<file path="config.mk">
export PLATFORM = sky130hd
export DESIGN_NAME = irq_controller
export DESIGN_NICKNAME = d
export VERILOG_FILES = /design/src/rtl/irqc_pkg.sv /design/src/rtl/irq_sync_edge.sv /design/src/rtl/irq_controller.sv
export SDC_FILE = /design/constraint.sdc
export NUM_CORES = 1
export LEC_CHECK = 0
export CORE_UTILIZATION = 38
export DETAILED_ROUTE_END_ITERATION = 8
export GPL_ROUTABILITY_DRIVEN = 0
export PLACE_DENSITY_LB_ADDON = 0.1
export SKIP_LAST_GASP = 1
export SYNTH_ARGS = -nofsm -noshare
export SYNTH_HDL_FRONTEND = slang
export SYNTH_SLANG_ARGS = --single-unit
</file>
<file path="constraint.sdc">
create_clock -name input_clock -period 2.25 [get_ports input_clock]
set_clock_uncertainty 0.05 [all_clocks]
set_input_delay 0.45 -clock input_clock [delete_from_list [all_inputs] [get_ports input_clock]]
set_output_delay 0.45 -clock input_clock [all_outputs]
set_load 0.05 [all_outputs]
</file>
<file path="src/rtl/irqc_pkg.sv">
// irqc_pkg: shared constants and types for the
// prioritised interrupt controller.
package irqc_pkg;

  localparam logic [1:0] REG_PENDING = 2'd0;
  localparam logic [1:0] REG_MASK    = 2'd1;
  localparam logic [1:0] REG_EDGE    = 2'd2;
  localparam logic [1:0] REG_CTRL    = 2'd3;

  localparam int GEN_BIT = 15;

  typedef enum logic [1:0] {
    IDLE = 2'd0,
    REQ  = 2'd1,
    ACK  = 2'd2
  } irqc_state_t;

endpackage

</file>
<file path="src/rtl/irq_sync_edge.sv">
// irq_sync_edge: 2-flop synchroniser for one
// request line plus a rising-edge detector.
module irq_sync_edge (
  input  logic clk,
  input  logic rst_n,
  input  logic line,
  output logic level,
  output logic rise
);

  logic s1;
  logic s2;
  logic prev;

  // synchronise the line and keep last level
  always_ff @(posedge clk) begin
    if (!rst_n) begin
      s1   <= 1'b0;
      s2   <= 1'b0;
      prev <= 1'b0;
    end else begin
      s1   <= line;
      s2   <= s1;
      prev <= s2;
    end
  end

  assign level = s2;
  assign rise  = s2 & ~prev;

endmodule

</file>
<file path="src/rtl/irq_controller.sv">
// irq_controller: prioritised interrupt front end
// for the cdm16 core with memory-mapped registers.
module irq_controller #(
  parameter int          NUM_IRQ      = 8,
  parameter logic [15:0] BASE_ADDR    = 16'hFF00,
  parameter logic [5:0]  VEC_BASE_RST = 6'h10
) (
  input  logic               input_clock,
  input  logic               in_reset_n,
  input  logic [NUM_IRQ-1:0] irq_lines,
  output logic               irq,
  output logic [5:0]         int_vec,
  input  logic               iack,
  input  logic [15:0]        address,
  input  logic               mem,
  input  logic               data,
  input  logic               read,
  input  logic               word,
  input  logic [15:0]        wdata,
  output logic [15:0]        rdata
);

  import irqc_pkg::*;

  logic [NUM_IRQ-1:0] level;
  logic [NUM_IRQ-1:0] rise;

  for (genvar g = 0; g < NUM_IRQ; g++) begin : g_sync
    irq_sync_edge u_sync (
      .clk   (input_clock),
      .rst_n (in_reset_n),
      .line  (irq_lines[g]),
      .level (level[g]),
      .rise  (rise[g])
    );
  end

  logic [NUM_IRQ-1:0] pending;
  logic [NUM_IRQ-1:0] mask;
  logic [NUM_IRQ-1:0] edge_mode;
  logic               gen;
  logic [5:0]         vec_base;

  irqc_state_t state;
  logic [3:0]  win_idx;
  logic [5:0]  vec_q;

  logic        sel;
  logic        wr;
  logic [1:0]  reg_sel;
  logic [15:0] be;
  logic [15:0] wd;
  logic        wr_pend;
  logic        wr_mask;
  logic        wr_edge;
  logic        wr_ctrl;

  assign sel = mem & data &
    (address[15:3] == BASE_ADDR[15:3]);
  assign wr      = sel & ~read;
  assign reg_sel = address[2:1];
  assign be      = word ? 16'hFFFF : 16'h00FF;
  assign wd      = wdata & be;

  assign wr_pend = wr & (reg_sel == REG_PENDING);
  assign wr_mask = wr & (reg_sel == REG_MASK);
  assign wr_edge = wr & (reg_sel == REG_EDGE);
  assign wr_ctrl = wr & (reg_sel == REG_CTRL);

  logic [NUM_IRQ-1:0] keep;
  logic [NUM_IRQ-1:0] mask_nxt;
  logic [NUM_IRQ-1:0] edge_nxt;

  assign keep     = ~be[NUM_IRQ-1:0];
  assign mask_nxt = (mask & keep) | wd[NUM_IRQ-1:0];
  assign edge_nxt = (edge_mode & keep) |
                    wd[NUM_IRQ-1:0];

  // lowest set index wins
  function automatic logic [3:0] lowest(
    input logic [NUM_IRQ-1:0] v
  );
    lowest = '0;
    for (int i = NUM_IRQ - 1; i >= 0; i--)
      if (v[i]) lowest = 4'(i);
  endfunction

  logic [NUM_IRQ-1:0] elig;
  logic               any;
  logic [3:0]         nxt_idx;
  logic [5:0]         nxt_vec;
  logic [NUM_IRQ-1:0] win_hot;
  logic               win_ok;
  logic [NUM_IRQ-1:0] ack_clr;
  logic [NUM_IRQ-1:0] w1c;
  logic [NUM_IRQ-1:0] pend_nxt;

  assign elig    = gen ? (pending & mask) : '0;
  assign any     = |elig;
  assign nxt_idx = lowest(elig);
  assign nxt_vec = vec_base + {2'b00, nxt_idx};
  assign win_hot = NUM_IRQ'(1) << win_idx;
  assign win_ok  = |(elig & win_hot);

  assign ack_clr = (state == REQ && iack) ?
                   (win_hot & edge_mode) : '0;
  assign w1c     = wr_pend ? wd[NUM_IRQ-1:0] : '0;

  // edge bits latch rises, set beats clear;
  // level bits just follow the line
  assign pend_nxt =
    (edge_mode &
     (rise | (pending & ~w1c & ~ack_clr))) |
    (~edge_mode & level);

  // pending register
  always_ff @(posedge input_clock) begin
    if (!in_reset_n) pending <= '0;
    else             pending <= pend_nxt;
  end

  // software-visible configuration registers
  always_ff @(posedge input_clock) begin
    if (!in_reset_n) begin
      mask      <= '0;
      edge_mode <= '0;
      gen       <= 1'b0;
      vec_base  <= VEC_BASE_RST;
    end else begin
      if (wr_mask) mask <= mask_nxt;
      if (wr_edge) edge_mode <= edge_nxt;
      if (wr_ctrl) begin
        vec_base <= wd[5:0];
        if (word) gen <= wd[GEN_BIT];
      end
    end
  end

  // request / acknowledge handshake with the core
  always_ff @(posedge input_clock) begin
    if (!in_reset_n) begin
      state   <= IDLE;
      win_idx <= '0;
      vec_q   <= VEC_BASE_RST;
    end else begin
      unique case (state)
        IDLE: begin
          if (any) begin
            state   <= REQ;
            win_idx <= nxt_idx;
            vec_q   <= nxt_vec;
          end
        end
        REQ: begin
          if (iack)        state <= ACK;
          else if (!win_ok) state <= IDLE;
        end
        ACK:     state <= IDLE;
        default: state <= IDLE;
      endcase
    end
  end

  assign irq     = (state == REQ);
  assign int_vec = vec_q;

  logic [15:0] rd;

  // combinational register read mux
  always_comb begin
    rd = '0;
    case (reg_sel)
      REG_PENDING: rd = 16'(pending);
      REG_MASK:    rd = 16'(mask);
      REG_EDGE:    rd = 16'(edge_mode);
      REG_CTRL:    rd = {gen, 9'd0, vec_base};
      default:     rd = '0;
    endcase
  end

  assign rdata = (sel & read) ? rd : 16'h0000;

  logic unused;
  assign unused = ^{address[0], wd, be};

endmodule

</file>
==> impl_results.md, run 1 <==
- Clock power share: 0.424
- Final WS setup: -0.369 ns
- IO Count: 70
- Post-synth top area cell: dfxtp_1
- Site Rows: 32
- Fin. max-slew vios: 0
- Largest family of logic cells by synthesized area: simple AND/OR/NAND/NOR gates
- Total power: 2.40 mW
- Critical path startpoint category: primary input
- Post-Synth Simple-Gate Area: 0.259
- Post-Syn Area per Cell: 9.74 µm²
- Sequential element share of the synthesized area: 0.436
- Mapped Area: 3030 µm²
- First-pass GRT wire length: 12.0 mm
- Die width: 91.3 µm
- Max FO, Critical Path: 3
- H-tree depth: 3
- Switching power: 0.514 mW
- Pwr Density: 554 nW/µm²
- RR Startpoint: pending[7]
- Clock slew seen by the registers of the worst setup and hold paths: 0.06 ns
- Final hold violations: 0
- Critical Path Slowest Stage Cell: or4_4
- Leakage power: 1.75 nW
- Hold path depth: 1
- Top post-synthesis cells by area: dfxtp_1 (44%), mux2i_1 (9.6%), nor2b_1 (7.2%)
- Post-route ant nets: 0
- Placed cells: 478
- Vias in the first global route: 2416
- Synth Area in Adders: 0.0190
- Num CTS Buffers: 9
- Slew @ Worst Pin: 0.576 ns
- Max frequency: 0.382 GHz
- Port Buffer Count: 54
- Final nets: 442
- R2r setup slk: 0.10 ns
- Status: finished with violations
- Synth top area share: 0.436
- FF+latch count, synth: 66
- Worst EP required: 1.75 ns
- CTS Sinks: 66
- Gate power share: 0.077
- RSZ-0062 raised after global routing: true
- Synth Area in XOR/XNOR: 0.0116
- Period utilisation layout: 1.16
- Antenna violations before repair: 0
- Post-Syn Instances: 311
- Register-to-Register Path Depth: 9
- TritonCTS clock tree: yes
- Die ar.: 8330 µm²
- Vias: 2479
- Post-synthesis compound-gate area fraction: 0.0888
- Post-synthesis mux area share: 0.148
- Hold_sp: g_sync[6].u_sync.s1
- Setup CP Type: in -> out
- RR Endpoint: int_vec[5]
- Final wirelength: 7.30 mm
- Die Y: 91.3 µm
- EDFF count, synth: 0
- Synth warnings: 0
- Top FF cell, synth: dfxtp_1
- Cell mode on critical path: buf_12
- Core area: 7730 µm²
- WL/cell: 14.7 µm
- Starting density of the core: 0.392
- Non-Filler Instances: 497
- First DRT Iteration DRCs: 105
- DRT Pass-1 Iters: 4
- GRT Util Overall: 0.186
- Max Cap Viol: 0
- Grt ovf: 0
- Max incr delay on CP: 0.59 ns
- Post-DP HPWL: 5.24 mm
- Async SR Flop Fraction: 0
- Pint: 1.88 mW
- DRC Markers: 0
- Switching share of power: 0.214
- Critical Path AT: 2.12 ns
- Share of cells above drive strength 1: 0.251
- Vias per cell: 4.99
- Synth top cells by count: dfxtp_1 (66), nand2_1 (37), nor2b_1 (35)
- Ant. Diodes: 0
- Post-CTS Hold Buffers: 0
- Violated checks: negative setup slack
- Slew HR: 0.616
- Crit. End Element: primary output
- # setup viols final: 17
- Sequential share of power: 0.499
- Tmin final: 2.62 ns
- Distinct cells, synth: 41
- CP Cell Sequence: buf_6 -> or4b_4 -> or4_4 -> buf_12 -> nor2b_4 -> buf_12
- Root Buffer: clkbuf_8
- Hold crit path type: reg -> reg
- Clock buffer depth: 2
- Maximum VDD drop: 0.000412 V
- Worst skew pair latency: 0.34 ns
- Maximum number of pins on one net before global-route repair: 51
- Hold worst-path end: g_sync[6].u_sync.level
- Top-count cell post-synth: dfxtp_1
- Area added between synthesis and finish: 42.9%
[repair_timing]
item                                    in CTS  in global routing
setup buffers                                1                  3
pin swaps                                    5                 10
hold endpoints to repair                     0                  0
resized for setup                           22                 29
endpoints found under the setup margin      40                 26
[cells by family after synthesis]
kind of cell               count (synthesis)
and+or+nand+nor                          139
DFF                                       66
AOI/OAI and AO/OA                         39
muxes                                     36
buffers and inverters                     22
adders and majority gates                  4
xor gates and xnor gates                   4
other                                      1
[through the flow]
stage | cell area [µm²] | hold WS [ns] | setup WS, ns | setup TNS [ns] | util
3_3_place_gp | 4020 | 0.364 | -0.677 | -20.59 | 0.521
6_report | 4330 | 0.383 | -0.369 | -4.43 | 0.560
4_1_cts | 4220 | 0.377 | -0.364 | -3.13 | 0.546
2_1_floorplan | 3140 | 0.362 | -0.278 | -3.20 | -
3_5_place_dp | 4020 | 0.368 | -0.682 | -20.29 | 0.521
5_1_grt | 4330 | 0.395 | -0.391 | -5.06 | 0.560
[metal layers]
metal	track usage	part of all wire
met3	0.0444	0.045
met5	0	0
met2	0.291	0.45
met1	0.250	0.49
met4	0.0675	0.019
[flip-flops by register name (all words and copies together), names as in the netlist]
signal / count
edge_mode: 8
g_sync.u_sync.level: 8
g_sync.u_sync.prev: 8
g_sync.u_sync.s1: 8
mask: 8
pending: 8
int_vec: 6
vec_base: 6
win_idx: 3
state: 2
gen: 1
[power groups by stage]
stage | combinational, mW | sequential, mW | clock, mW
CTS | 0.182 | 1.20 | 1.04
detailed placement | 0.184 | 1.22 | 0
finish | 0.184 | 1.20 | 1.02
global placement | 0.183 | 1.22 | 0
global route | 0.196 | 1.20 | 1.09
floorplan | 0.0893 | 1.22 | 0
[layout by cell type (no fill, tap or decap), types with 2 or more instances in the layout]
cell / count
a21boi_0: 2
nor2_4: 3
a21o_1: 2
nor2b_1: 29
nor2b_4: 6
or4_4: 2
a31oi_1: 3
mux2i_1: 28
conb_1: 7
a22o_1: 8
xnor2_1: 4
nand4b_1: 2
nor4_4: 2
buf_2: 4
dfxtp_2: 4
nor2_1: 7
clkbuf_2: 2
nand2_1: 34
clkdlybuf4s50_1: 31
dfxtp_1: 62
and2_1: 24
clkbuf_8: 12
buf_4: 22
a21oi_1: 11
ha_1: 3
nand4_1: 3
buf_6: 6
o21ai_0: 3
nand2_2: 3
nand3_1: 15
and3_1: 2
dlymetal6s2s_1: 4
buf_12: 14
mux4_2: 7
[worst max path at each step]
stage / from / endpoint / slack [ns] / depth (start not counted)
5_1_grt: address[7] / rdata[5] / -0.39 / 6
4_1_cts: address[4] / rdata[1] / -0.36 / 6
6_report: address[7] / rdata[1] / -0.37 / 6
3_3_place_gp: data / rdata[1] / -0.68 / 6
2_1_floorplan: address[6] / rdata[0] / -0.28 / 4
3_5_place_dp: address[6] / rdata[5] / -0.68 / 6
[critical path: cells and delay by family]
kind	cells	cell delay [ns]
AND/OR/NAND/NOR	3	1.26
buffers and inverters	3	0.40
[final cells by class]
class                   instances  area, µm²
well taps                     102        128
clock buffers                  13        169
repair buffers                 84        913
inverters                       1       3.75
multi-input cells             229       1750
fillers                       683       3400
flip-flops and latches         66       1330
clock inverters                 2       35.0
Power figures use the tool's default switching activity.
==> run 2: changes to the inputs <==
- SKIP_LAST_GASP: 1 -> default
==> run 2 against run 1 <==
The run still ends with negative setup slack left. Die area is the same. Combinational power is essentially flat. Register-to-register slack is essentially flat. Hold slack is essentially flat. Clock-buffer cell count is the same. Final area is the same. Wire length is essentially flat. Clock power is essentially flat. Global-route usage is the same. Total power is essentially flat. Sequential power is essentially flat. Largest cell class unchanged.
==> impl_results.md, run 2 (same netlist as run 1, synthesis figures left out) <==
- WL/cell: 14.7 µm (about the same)
- Maximum VDD drop: 0.000412 V (unchanged)
- Starting density of the core: 0.392 (unchanged)
- Post-DP HPWL: 5.24 mm (unchanged)
- Critical Path AT: 2.12 ns (about the same)
- Register-to-Register Path Depth: 9 (unchanged)
- Placed cells: 478 (unchanged)
- Hold_ws: 0.383 ns (+0.0000200 ns)
- Area added between synthesis and finish: 42.9% (unchanged)
- CTS Sinks: 66 (unchanged)
- Vias per cell: 5.01 (+0.40%)
- Core area: 7730 µm² (unchanged)
- Setup CP Type: in -> out
- Max FO, Critical Path: 3 (unchanged)
- Max frequency: 0.382 GHz (unchanged)
- Hold crit path type: reg -> reg
- Critical path startpoint category: primary input
- Vias in the first global route: 2414 (-0.083%)
- Sequential share of power: 0.499 (about the same)
- Grt ovf: 0 (unchanged)
- # fillers: 683 (unchanged)
- IO Count: 70 (unchanged)
- First DRT Iteration DRCs: 102 (-2.9%)
- Site Rows: 32 (unchanged)
- Antenna violations before repair: 0 (unchanged)
- Clock buffer depth: 2 (unchanged)
- Root Buffer: clkbuf_8
- Most frequent cells in the layout: dfxtp_1 (62), nand2_1 (34), clkdlybuf4s50_1 (31), nor2b_1 (29), mux2i_1 (28)
- Max Cap Viol: 0 (unchanged)
- DRC Markers: 0 (unchanged)
- Cell depth of the worst setup path: 6 (unchanged)
- Switching power: 0.514 mW (about the same)
- Final wirelength: 7.30 mm (about the same)
- Die ar.: 8330 µm² (unchanged)
- Top delay family on crit path: simple AND/OR/NAND/NOR gates
- Leakage power: 1.75 nW (unchanged)
- Slew @ Worst Pin: 0.573 ns (-0.00293 ns)
- Share of cells above drive strength 1: 0.251 (unchanged)
- Period utilisation layout: 1.16 (unchanged)
- H-tree depth: 3 (unchanged)
- TritonCTS clock tree: yes
- Pint: 1.88 mW (unchanged)
- First-pass GRT wire length: 12.0 mm (unchanged)
- Clock slew seen by the registers of the worst setup and hold paths: 0.06 ns (about the same)
- Cell mode on critical path: buf_12
- Critical path capture point: rdata[1]
- Critical path origin: address[7]
- RR Endpoint: int_vec[5]
- Crit path buffers/inverters: 3 (unchanged)
- Max incr delay on CP: 0.59 ns (about the same)
- Post-route ant nets: 0 (unchanged)
- Clock power share: 0.424 (about the same)
- Place WS: -0.682 ns (unchanged)
- Maximum number of pins on one net before global-route repair: 51 (unchanged)
- Final hold violations: 0 (unchanged)
- Fin. max-slew vios: 0 (unchanged)
- Port Buffer Count: 54 (unchanged)
- Vias: 2489 (+0.40%)
- Tmin final: 2.62 ns (unchanged)
- Ant. Diodes: 0 (unchanged)
- Reg area: 1330 µm² (unchanged)
- Pwr Density: 554 nW/µm² (about the same)
- RR Startpoint: pending[7]
- Final WS setup: -0.369 ns (unchanged)
- GRT Util Overall: 0.186 (unchanged)
- CP Cell Sequence: buf_6 -> or4b_4 -> or4_4 -> buf_12 -> nor2b_4 -> buf_12
- Slew HR: 0.618 (+0.00195)
- R2r setup slk: 0.11 ns (about the same)
- Most common cell after layout, fill and taps aside: dfxtp_1
- # setup viols final: 17 (unchanged)
- Non-Filler Instances: 497 (unchanged)
- Multi-input gate area: 1750 µm² (unchanged)
- Status: finished with violations
- Violated checks: negative setup slack
- Gate power share: 0.077 (about the same)
- Worst EP required: 1.75 ns (about the same)
- RSZ-0062 raised after global routing: true
- Final nets: 442 (unchanged)
- Num CTS Buffers: 9 (unchanged)
- Crit. End Element: primary output
- Die width: 91.3 µm (unchanged)
- Critical Path Slowest Stage Cell: or4_4
- Worst skew pair latency: 0.34 ns (about the same)
- Die Y: 91.3 µm (unchanged)
- DRT Pass-1 Iters: 5 (+1)
- Switching share of power: 0.215 (about the same)
- Fin util: 0.560 (unchanged)
run 2: per-layer routing:
metal | global-route usage | wire, µm
met3 | 0.0444 | 328
met1 | 0.250 | 3550
met4 | 0.0675 | 140
met5 | 0 | 0
met2 | 0.291 | 3280
run 2: metrics by stage:
step	total power, mW	cell area, µm²	TNS [ns]
after global routing	2.48	4330	-5.05
after floorplan	1.31	3140	-3.20
after detailed placement	1.41	4020	-20.29
after CTS	2.42	4220	-3.12
final	2.40	4330	-4.43
after global placement	1.41	4020	-20.59
run 2: worst min path at each step:
stage / start / end / slack (ns) / depth (start not counted)
4_1_cts: in_reset_n / vec_base[4] / 0.38 / 2
2_1_floorplan: g_sync[0].u_sync.s1 / g_sync[0].u_sync.level / 0.36 / 1
6_report: g_sync[6].u_sync.s1 / g_sync[6].u_sync.level / 0.38 / 1
3_5_place_dp: g_sync[4].u_sync.s1 / g_sync[4].u_sync.level / 0.37 / 1
3_3_place_gp: g_sync[6].u_sync.s1 / g_sync[6].u_sync.level / 0.36 / 1
5_1_grt: g_sync[6].u_sync.s1 / g_sync[6].u_sync.level / 0.40 / 1
run 2: power groups by stage:
| stage | clock network [mW] | logic, mW | registers [mW] |
|---|---|---|---|
| 6_report | 1.02 | 0.184 | 1.20 |
| 3_3_place_gp | 0 | 0.183 | 1.22 |
| 4_1_cts | 1.04 | 0.182 | 1.20 |
| 5_1_grt | 1.09 | 0.196 | 1.20 |
| 3_5_place_dp | 0 | 0.184 | 1.22 |
| 2_1_floorplan | 0 | 0.0893 | 1.22 |
run 2: worst reg2reg max path, cell delays in order (launching register included):
cell     delay [ns]
dfxtp_2        0.38
a22oi_1        0.13
a221o_1        0.30
a31oi_2        0.25
ha_1           0.26
a21o_1         0.19
a21oi_2        0.18
nor2_1         0.07
xnor2_1        0.13
a21oi_1        0.08
run 2: final cells by class:
class | instances | area share
Clock buffer | 13 | 0.0391
Clock inverter | 2 | 0.00810
Inverter | 1 | 0.000868
Multi-Input combinational cell | 229 | 0.405
Sequential cell | 66 | 0.307
Tap cell | 102 | 0.0295
Timing Repair Buffer | 84 | 0.211
run 2: repair_timing:
item / 4_1_cts / 5_1_grt
hold buffers: 0 / 0
pin swaps: 5 / 10
setup buffers: 1 / 3
cloned: 0 / 0
setup endpoints to repair: 40 / 26
gates resized for setup: 23 / 28
endpoints found under the hold margin: 0 / 0
==> run 3: changes to the inputs <==
- HOLD_SLACK_MARGIN: default -> 0.08
- PLACE_DENSITY: default -> 0.66
- PLACE_DENSITY_LB_ADDON: 0.1 -> default
==> run 3 against run 2 <==
The flow still finishes with violations (negative setup slack). Largest cell class unchanged. Utilization decreased by 0.081 points. First-iteration DRC count is 17% higher. Clock power about the same. Combinational power hardly changed. Highest routed layer unchanged.
==> impl_results.md, run 3 (same netlist as run 1, synthesis figures left out) <==
- RSZ-0062 raised after global routing: true
- Max frequency: 0.383 GHz (+0.19%)
- Slew HR: 0.625 (+0.00701)
- Critical Path AT: 2.11 ns (about the same)
- Max incr delay on CP: 0.59 ns (about the same)
- Status: finished with violations
- Die Y: 91.3 µm (unchanged)
- Tmin final: 2.61 ns (-0.00504 ns)
- Leakage power: 1.76 nW (+0.50%)
- DRT Pass-1 Iters: 4 (-1)
- Site Rows: 32 (unchanged)
- Core area: 7730 µm² (unchanged)
- Switching power: 0.519 mW (+0.97%)
- Maximum VDD drop: 0.000496 V (+20%)
- Total power: 2.38 mW (-0.61%)
- Worst EP required: 1.75 ns (about the same)
- CP Cell Sequence: buf_6 -> or4b_4 -> or4_4 -> buf_6 -> nor2b_4 -> buf_12
- Register-to-Register Path Depth: 9 (unchanged)
- Area added between synthesis and finish: 42.6%
- Cell mode on critical path: buf_6
- Clock slew seen by the registers of the worst setup and hold paths: 0.07 ns (about the same)
- Max FO, Critical Path: 3 (unchanged)
- Hold_ws: 0.385 ns (+0.00191 ns)
- Critical Path Slowest Stage Cell: or4_4
- Vias: 2505 (+0.64%)
- # fillers: 684 (+0.15%)
- Setup CP Type: in -> out
- IO Count: 70 (unchanged)
- Post-DP HPWL: 5.37 mm (+2.5%)
- Max Cap Viol: 0 (unchanged)
- Antenna violations before repair: 0 (unchanged)
- RR Startpoint: pending[7]
- Dpl cell area: 4010 µm² (-0.31%)
- Placed cells: 483 (+1.0%)
- CTS Sinks: 66 (unchanged)
- Fin util: 0.559 (-0.000809)
- Vias per cell: 4.97 (-0.75%)
- H-tree depth: 3 (unchanged)
- Multi-input gate area: 1740 µm² (-0.71%)
- Clock power share: 0.420 (-0.004)
- Hold path depth: 1 (unchanged)
- DRC Markers: 0 (unchanged)
- WL/cell: 14.6 µm (-0.58%)
- TritonCTS clock tree: yes
- Post-route ant nets: 0 (unchanged)
- Crit path buffers/inverters: 3 (unchanged)
- Fin area: 4320 µm² (-0.14%)
- Die ar.: 8330 µm² (unchanged)
- Hold worst-path end: g_sync[5].u_sync.level
- # setup viols final: 17 (unchanged)
- Most common cell after layout, fill and taps aside: dfxtp_1
- Violated checks: negative setup slack
- Die width: 91.3 µm (unchanged)
- Num CTS Buffers: 9 (unchanged)
- Fin. max-slew vios: 0 (unchanged)
- Gate power share: 0.079 (+0.002)
- Period utilisation layout: 1.16 (-0.00224)
- Crit. End Element: primary output
- Clock buffer depth: 2 (unchanged)
- Pwr Density: 552 nW/µm² (-0.47%)
- Post-CTS Hold Buffers: 0 (unchanged)
- Top delay family on crit path: simple AND/OR/NAND/NOR gates
- Ant. Diodes: 0 (unchanged)
- Switching share of power: 0.218 (+0.00342)
- Critical path startpoint category: primary input
- Non-Filler Instances: 504 (+1.4%)
- Final hold violations: 0 (unchanged)
- GRT Util Overall: 0.183 (-0.00348)
- Pint: 1.86 mW (-1.0%)
- Place WS: -0.701 ns (-0.0193 ns)
- Setup TNS: -4.36 ns (+0.0718 ns)
- First DRT Iteration DRCs: 119 (+17%)
- Worst skew pair latency: 0.33 ns (about the same)
- Hold crit path type: reg -> reg
- Share of cells above drive strength 1: 0.249 (-0.00188)
- Most frequent cells in the layout: dfxtp_1 (62), nand2_1 (36), clkdlybuf4s50_1 (32)
- Final wirelength: 7.36 mm (+0.82%)
- RR Endpoint: int_vec[5]
- Maximum number of pins on one net before global-route repair: 29 (-43%)
- Vias in the first global route: 2361 (-2.2%)
- Grt ovf: 0 (unchanged)
- R2r setup slk: 0.15 ns (+0.04 ns)
- Root Buffer: clkbuf_8
- Final nets: 448 (+1.4%)
- Hold_sp: g_sync[5].u_sync.s1
- Reg area: 1330 µm² (unchanged)
- Sequential share of power: 0.502 (+0.003)
- Starting density of the core: 0.392 (unchanged)
- Final WS setup: -0.364 ns (+0.00504 ns)
- Slew @ Worst Pin: 0.563 ns (-0.0105 ns)
- First-pass GRT wire length: 11.8 mm (-1.6%)
- Port Buffer Count: 54 (unchanged)
-- run 3: final cells by class --
type                       count  area share
tap                          102      0.0295
timing repair buffer          90       0.214
clock buffer                  14      0.0377
inverter                       1    0.000869
clock inverter                 2     0.00811
sequential                    66       0.307
multi-input combinational    229       0.402
-- run 3: routing by layer --
layer / vias to the layer above / global-route usage / share of wire
met5: - / 0 / 0
met4: 0 / 0.0516 / 0.013
met3: 7 / 0.0536 / 0.054
met2: 66 / 0.289 / 0.46
met1: 1191 / 0.243 / 0.48
li1: 1241 / - / -
-- run 3: power by group through the flow --
stage | clock network (mW) | registers (mW) | logic, mW
6_report | 0.999 | 1.20 | 0.187
5_1_grt | 1.07 | 1.20 | 0.200
4_1_cts | 1.01 | 1.20 | 0.184
3_5_place_dp | 0 | 1.22 | 0.187
3_3_place_gp | 0 | 1.22 | 0.185
2_1_floorplan | 0 | 1.22 | 0.0893
-- run 3: worst max path at each step --
| stage | startpoint | to | slack (ns) | depth (start not counted) |
|---|---|---|---|---|
| floorplan | address[6] | rdata[0] | -0.28 | 4 |
| global placement | address[6] | rdata[3] | -0.69 | 6 |
| detailed placement | address[6] | rdata[3] | -0.70 | 6 |
| CTS | address[4] | rdata[1] | -0.36 | 6 |
| global route | address[5] | rdata[1] | -0.38 | 6 |
| finish | address[5] | rdata[1] | -0.36 | 6 |
-- run 3: repair_timing --
action,in CTS,in global routing
buffers inserted,2,3
resized for setup,28,24
setup endpoints to repair,41,19
pin swaps,5,7
